`config.mk`:
```
export PLATFORM = sky130hd
export DESIGN_NAME = buffer
export DESIGN_NICKNAME = d
export VERILOG_FILES = /design/src/rtl/buffer.sv
export SDC_FILE = /design/constraint.sdc
export NUM_CORES = 1
export LEC_CHECK = 0
export BUFFER_PORTS_ARGS = -buffer_cell sky130_fd_sc_hd__buf_2
export CORE_UTILIZATION = 39
export DETAILED_ROUTE_END_ITERATION = 10
export GPL_TIMING_DRIVEN = 1
export PLACE_DENSITY_LB_ADDON = 0.12
export SLEW_MARGIN = 25
export SYNTH_ARGS = -nofsm -noshare
export SYNTH_HDL_FRONTEND = slang
export SYNTH_SLANG_ARGS = --single-unit
```
`constraint.sdc`:
```
create_clock -name i_clk -period 1.9 [get_ports i_clk]
set_input_delay 0.285 -clock i_clk [delete_from_list [all_inputs] [get_ports i_clk]]
set_output_delay 0.285 -clock i_clk [all_outputs]
set_load 0.02 [all_outputs]
```
`src/rtl/buffer.sv`:
```
// buffer: synchronous FIFO with async flush, registered read data and pointer-derived full/empty
module buffer #(
  parameter int DEPTH  = 8,
  parameter int DWIDTH = 8
) (
  input  logic              i_clk,
  input  logic              flush,
  input  logic              buff_WEn,
  input  logic              buff_REn,
  input  logic [DWIDTH-1:0] dataIn,
  output logic [DWIDTH-1:0] dataOut,
  output logic              full,
  output logic              empty
);
  localparam int AW = $clog2(DEPTH);
  logic [DWIDTH-1:0] mem [DEPTH];
  logic [AW:0] wptr, rptr;
  logic wr, rd;
  assign empty = wptr == rptr;
  assign full  = (wptr[AW-1:0] == rptr[AW-1:0]) && (wptr[AW] != rptr[AW]);
  assign wr    = buff_WEn && !full && !flush;
  assign rd    = buff_REn && !empty;
  always_ff @(posedge i_clk or posedge flush)
    if (flush) begin
      wptr    <= '0;
      rptr    <= '0;
      dataOut <= '0;
    end else begin
      if (wr) wptr <= wptr + 1'b1;
      if (rd) begin
        dataOut <= mem[rptr[AW-1:0]];
        rptr    <= rptr + 1'b1;
      end
    end
  always_ff @(posedge i_clk)
    if (wr) mem[wptr[AW-1:0]] <= dataIn;
endmodule

```
Yosys cells after proc, flatten, opt, wreduce, memory -nomap -nowiden
Memory sizes are Yosys's and may differ from the RTL's. A register that Yosys moved wholly into a read port is not among the register bits. Cells that the tools add are included.

$add $sub $neg: 2. Eq/ne operators: 3. Muxes and demuxes: 2. Reduce and logical (&&, ||, !) cells: 7.

Operator list (number): $add 4x1->4 const B (2); $eq 4x4->1 (1); $logic_and 1x1->1 (4); $eq 3x3->1 (1); $logic_not 1->1 (3); $mux 1 (2); $ne 1x1->1 (1).

Register bits: 8. Bits in writable memories: 64. Input bits: 12. Word-level logic and storage cells: 17. Memories kept: 1.

Memories: mem (words 8, bits a word 8, read ports 1, clocked after memory_dff 1, write ports 1, line 16) `logic [DWIDTH-1:0] mem [DEPTH];`.

Longest topological paths before layout
Gate-level depths: netlist of the first run.

Word-level depth: 7. Mapped depth: 6. Depth with buffers taken out: 4.

Worst setup path after synthesis of the first run
OpenSTA, ideal clock, no wires.

Kind: register -> register. From: register wptr[1]. To: memory mem[0][0], enable pin. Setup time: 383 ps. Arrival: 1743 ps. Required time: 1517 ps. Slack: -227 ps. Stages on the path, launching flop included: 6. Buffers on the path: 1. Path through: dfrtp_1 > buf_2 > xnor2_1 > a41oi_2 > nand2b_1 > nor3_1.

Word-level cells in the longest chain between the ends: 7.

Ends and longest elaborated chain: start, declared (line 17) `logic [AW:0] wptr, rptr;`; start signal, assigned (line 29) `if (wr) wptr <= wptr + 1'b1;`; $eq 3x3->1 (line 20) `assign full = (wptr[AW-1:0] == rptr[AW-1:0]) && (wptr[AW] != rptr[AW]);`; $logic_and 1x1->1 (line 20); $logic_not 1->1 (line 21) `assign wr = buff_WEn && !full && !flush;`; $logic_and 1x1->1 (2 in a row) (line 21); $mux 1 (line 36) `if (wr) mem[wptr[AW-1:0]] <= dataIn;`; $mux 1 (implied by the code) (line 36); end, declared (line 16).

Parallel ways exist; a longest one is shown, timed or not.

Worst setup path in the final report of the first run
From: register rptr[1]. To: output full.

Word-level cells in the longest chain between the ends: 2.

Ends and longest elaborated chain: start, declared (line 17); start signal, assigned (line 32) `rptr <= rptr + 1'b1;`; $eq 3x3->1 (line 20); $logic_and 1x1->1 (line 20); end, declared (line 12) `output logic full,`.

Every way passes these cells.

==> results.py, run 1 <==
metrics = {
    "run_status": {
        "status": "finished, final reports clean",
    },
    "worst_setup_path": {
        "startpoint": "rptr[1]",
        "critPathMaxStageDelay_ns": 0.41,
        "path_class": "flop to output pin",
        "worst-path-buf-inv": 2,
        "cp_max_fo": 20,
        "r2r_start": "rptr[0]",
        "cp.required_ns": 1.62,
        "cp_top_family": "flip-flops",
        "slowest_stage": "dfrtp_1",
        "critical_path_arrival_ns": 1.51,
        "cp-start-kind": "flop",
        "cp-end-kind": "output pin",
        "path_cells": "buf_6 -> xor2_1 -> nor3_2 -> buf_2",
    },
    "die": {
        "ios": 22,
        "die_h_microns": 92.6,
        "std_cell_rows": 32,
        "coreArea_sq_um": 7850,
        "die-width_microns": 92.6,
        "die_area_sq_um": 8570,
        "start_util_pct": 40.8,
    },
    "synthesis": {
        "synthTopCellsByCount": "64 x edfxtp_1, 16 x dfrtp_1, 14 x mux4_2",
        "synthArstFlopShare_pct": 20.0,
        "yosys.cell_count.top_type": "edfxtp_1",
        "synthesis.nets": 186,
        "yosys.area.top_type_share_pct": 60.1,
        "syn_area_per_cell_sq_um": 18.6,
        "ys_warn_count": 0,
        "syn-cell-area_sq_um": 3200,
        "syn_inst": 172,
        "synthFlopType": "edfxtp_1",
        "yosysSeqAreaShare_pct": 72.6,
        "yosysTopAreaCell": "edfxtp_1",
        "ys_top_cells_by_area": "edfxtp_1 60%, dfrtp_1 13%, mux4_2 9.9%, mux2i_1 2.5%, xnor2_1 1.9%",
        "synth-seq-cells": 80,
        "synth_cell_types": 23,
        "synth-edff-count": 64,
    },
    "power_and_ir_drop": {
        "p_per_area_nw_per_um2": 1470,
        "total_power_mw": 5.50,
        "irDropWorstVdd_mv": 0.543,
        "cellLeakagePower_nw": 1.38,
    },
    "clock_network": {
        "cts_buffers": 9,
        "clkTransAtPathRegs_ns": 0.08,
        "cts.sinks": 80,
        "clock_path_buffers": 2,
        "cts_tree": "done",
        "clkLatencyLatePin_ns": 0.34,
        "htreeDepth": 3,
        "hold_buffers": 0,
        "cts-root-buf": "clkbuf_8",
    },
    "job": {
        "cap_violations": 0,
    },
    "grt": {
        "overflow": 0,
        "grt_max_degree": 21,
        "grt_first_pass_wirelength_microns": 9650,
        "grt_usage_pct": 16.2,
        "antenna_found_initial": 0,
        "first_global_vias": 1736,
    },
    "sta": {
        "fmax_mhz": 558,
        "fin_ws_ns": 0.109,
        "whs_ns": 0.0669,
        "setup_viol": 0,
        "slew_viol_final": 0,
        "hold_viol": 0,
        "finClkSkew_ns": 0.00744,
        "post-route-period-util_pct": 94.3,
        "timing.slew.headroom_pct": 51.5,
        "min_period_ns": 1.79,
        "worst_pin_slew_ns": 0.727,
    },
    "place": {
        "dp_hpwl_microns": 4070,
        "preCtsSetupSlack_ns": 0.173,
        "dpl_cell_area_sq_um": 3530,
        "port_buffers": 21,
        "globalplace.congestion": 0.786,
    },
    "cells_and_area": {
        "fin_area_sq_um": 3740,
        "final_layout_size_suffix_gt1_share_pct": 35.5,
        "nets": 229,
        "antenna_cells": 0,
        "fin_util_pct": 47.6,
        "synthToLayoutAreaGrowth_pct": 16.9,
    },
    "routing": {
        "first_iter_violations": 72,
        "via_per_inst": 5.01,
        "via_count": 1614,
        "route.final.wire_length_microns": 6120,
        "drcViolationCount": 0,
        "wl_per_cell_microns": 19.0,
        "ant_nets": 0,
        "drtPass1Iterations": 4,
    },
    "hold_path": {
        "holdCritPathClass": "primary input to async pin",
    },
}
==> repair_timing <==
action | 4_1_cts | 5_1_grt
gates resized for setup | 0 | 4
setup endpoints to repair | 0 | 2
buffers inserted | 0 | 0
==> layout by cell type (no fill, tap or decap), drive strengths merged, types with 2 or more instances in the layout <==
cell,synthesis,final
buf,9,41
clkbuf,0,10
clkinv,0,3
clkinvlp,0,2
dfrtp,16,16
edfxtp,64,64
ha,2,2
inv,4,4
mux2,2,2
mux2i,8,8
mux4,16,16
nand2,12,12
nand2b,4,4
nor2,7,7
nor3,4,4
o21ai,8,8
xnor2,7,7
xor2,5,5
==> path summary, 6_finish.rpt <==
| kind | slack, ns | cells after the start | endpoint |
|---|---|---|---|
| max | 0.11 | 4 | full |
| min | 0.07 | 2 | dataOut[6] |
| max reg2reg | 0.19 | 4 | dataOut[0] |
| min reg2reg | 0.48 | 2 | dataOut[3] |
| max in group asynchronous | 1.38 | 2 | dataOut[5] |
| min in group i_clk | 0.22 | 1 | mem[5][4] |
==> through the flow <==
step	TNS [ns]	cells
6_report	0	322
5_1_grt	-0.00102	322
4_1_cts	0	322
3_5_place_dp	0	306
3_3_place_gp	0	306
2_1_floorplan	-0.634	172
==> where the power goes <==
group / internal (mW) / total (mW) / switching [mW]
registers: 2.19 / 2.34 / 0.149
clock network: 0.600 / 1.19 / 0.592
logic: 0.913 / 1.97 / 1.06
==> cells by family (layout without fill, tap and decap cells) <==
family	after synthesis	count (layout)	synth area share, %
flops	80	80	72.6
simple gates	29	29	3.99
fa+ha+maj	2	2	0.782
xor+xnor	12	12	3.29
buf+inv	13	61	2.43
mux	26	26	14.8
compound gates	10	10	2.07
==> area by class of cell <==
cell class / instances / area (sq um)
inverters: 4 / 15.0
repair buffers: 41 / 259
multi-input cells: 79 / 826
clock inverters: 6 / 60.1
well taps: 102 / 128
fillers: 697 / 4110
flip-flops and latches: 80 / 2320
clock buffers: 10 / 128
==> worst register-to-register path, stage by stage, from the launching register on <==
cell	delay (ns)
dfrtp_1	0.41
buf_4	0.33
mux4_1	0.63
mux2i_1	0.15
o21ai_0	0.08
==> routing by layer <==
metal | global-route usage (%) | vias up | wire (microns)
met1 | 21.0 | 828 | 2770
met3 | 3.45 | 11 | 188
met5 | 0 | - | 0
li1 | - | 746 | -
met4 | 6.77 | 0 | 87
met2 | 26.4 | 29 | 3080
==> registers in the layout, indices dropped and copies added (netlist names) <==
register	count
rptr	4
wptr	4
dataOut	8
mem	64
(Power assumes the default switching activity.)
==> run 2: changes to the inputs <==
Clock period 1.9 ns to 2.25 ns, I/O delays scaled along.
==> run 2 against run 1 <==
Sequential cell count is the same. Clock skew grew 0.0043 ns. Cell count down 0.93%. Critical path depth unchanged. Global-route usage down 0.21 points. Sequential power is 14% lower. Final area down 1.2%. Non-clock buffer count is 3 lower. Register-to-register slack better by 0.09 ns. Count of clock-buffer cells in the layout unchanged. Via count is 0.56% higher. Worst hold slack gained 0.030 ns. Critical path type unchanged. Critical endpoint is now empty. Largest cell class unchanged.
==> results.py, run 2 (synthesis results as in run 1) <==
metrics = {
    "routing": {
        "route.final.wire_length_microns": 5970,
        "wl_per_cell_microns": 18.7,
        "via_per_inst": 5.09,
        "drcViolationCount": 0,
        "via_count": 1623,
        "drtPass1Iterations": 4,
        "ant_nets": 0,
        "first_iter_violations": 86,
    },
    "sta": {
        "setup-tns-final_ns": 0,
        "slew_viol_final": 0,
        "fin_ws_ns": 0.218,
        "timing.slew.headroom_pct": 52.4,
        "post-route-period-util_pct": 90.3,
        "worst_pin_slew_ns": 0.713,
        "rsz0062_at_grt": "no",
        "setup_viol": 0,
        "finClkSkew_ns": 0.0118,
        "min_period_ns": 2.03,
        "hold_viol": 0,
        "fmax_mhz": 492,
    },
    "worst_setup_path": {
        "path_cells": "xnor2_1 -> nand2_1 -> nor3_1 -> buf_2",
        "slowest_stage": "dfrtp_1",
        "critical_path_arrival_ns": 1.69,
        "ff2ff_path_depth": 5,
        "path_class": "flop to output pin",
        "r2r_slack_ns": 0.28,
        "timing.rr.end": "mem[6][7]",
        "cp_max_fo": 8,
        "critPathMaxStageDelay_ns": 0.48,
        "cp.required_ns": 1.91,
        "r2r_start": "wptr[1]",
        "startpoint": "wptr[2]",
        "cp-end-kind": "output pin",
        "cp-start-kind": "flop",
        "crit_end": "empty",
    },
    "cells_and_area": {
        "largest_reg_flops": 64,
        "final_common_cell": "edfxtp_1",
        "mostFrequentLayoutCells": "64 x edfxtp_1, 21 x buf_2, 17 x buf_4",
        "nets": 226,
        "antenna_cells": 0,
        "final_layout_size_suffix_gt1_share_pct": 32.3,
        "synthToLayoutAreaGrowth_pct": 15.4,
    },
    "power_and_ir_drop": {
        "p_per_area_nw_per_um2": 1230,
        "total_power_mw": 4.54,
        "irDropWorstVdd_mv": 0.543,
        "cellLeakagePower_nw": 1.35,
    },
    "place": {
        "preCtsSetupSlack_ns": 0.310,
        "port_buffers": 21,
        "globalplace.congestion": 0.821,
        "dp_hpwl_microns": 4010,
    },
    "die": {
        "std_cell_rows": 32,
        "coreArea_sq_um": 7850,
        "die-width_microns": 92.6,
        "die_area_sq_um": 8570,
        "ios": 22,
        "die_h_microns": 92.6,
        "start_util_pct": 40.8,
    },
    "clock_network": {
        "hold_buffers": 0,
        "cts-root-buf": "clkbuf_8",
        "post_cts_buffers": 0,
        "cts_tree": "done",
        "cts.sinks": 80,
        "htreeDepth": 3,
        "clkLatencyLatePin_ns": 0.35,
        "clock_path_buffers": 2,
        "cts_buffers": 9,
        "clkTransAtPathRegs_ns": 0.09,
        "cts_resized": 0,
    },
    "run_status": {
        "status": "finished, final reports clean",
    },
    "job": {
        "cap_violations": 0,
    },
    "grt": {
        "grt_first_pass_wirelength_microns": 9630,
        "grt_usage_pct": 16.0,
        "grt_max_degree": 21,
        "overflow": 0,
        "antenna_found_initial": 0,
        "first_global_vias": 1743,
    },
    "hold_path": {
        "holdCritPathClass": "primary input to async pin",
    },
}
## run 2: per-layer routing
metal | wire, microns | share of wire [%] | vias to the layer above | track usage, %
li1 | - | - | 739 | -
met1 | 2730 | 46 | 836 | 21.5
met2 | 2900 | 49 | 35 | 23.8
met3 | 219 | 3.7 | 13 | 4.93
met4 | 121 | 2.0 | 0 | 7.29
met5 | 0 | 0 | - | 0
## run 2: worst min path at each step
stage,startpoint,end,slack (ns),depth (start not counted)
after floorplan,flush,dataOut[0],0.25,1
after global placement,dataOut[2],dataOut[2],0.46,2
after detailed placement,dataOut[4],dataOut[4],0.48,2
after CTS,flush,dataOut[3],0.11,2
after global routing,flush,dataOut[4],0.16,2
final,flush,dataOut[3],0.1,2
## run 2: through the flow
step / util (%) / instances / instance area [sq um] / hold slack [ns]
after global routing: 47.0 / 319 / 3690 / 0.161
after detailed placement: 44.5 / 303 / 3500 / 0.477
after global placement: 44.5 / 303 / 3500 / 0.460
after floorplan: - / 172 / 3200 / 0.251
final: 47.0 / 319 / 3690 / 0.0969
after CTS: 47.0 / 319 / 3690 / 0.110
## run 2: layout make-up
cell class,instances,area (sq um)
fillers,698,4160
flip-flops and latches,80,2320
multi-input cells,79,798
repair buffers,38,233
clock buffers,10,128
well taps,102,128
clock inverters,6,67.6
inverters,4,15.0
## run 2: power breakdown
part	internal, mW	switching (mW)
Clock	0.516	0.518
Sequential	1.85	0.170
Combinational	0.693	0.801
## run 2: worst max-delay path: cells and delay by family, from the launching register on
family / cells / cell delay (ns)
flip-flops: 1 / 0.48
buffers and inverters: 1 / 0.21
AND/OR/NAND/NOR: 2 / 0.30
XOR/XNOR: 1 / 0.36
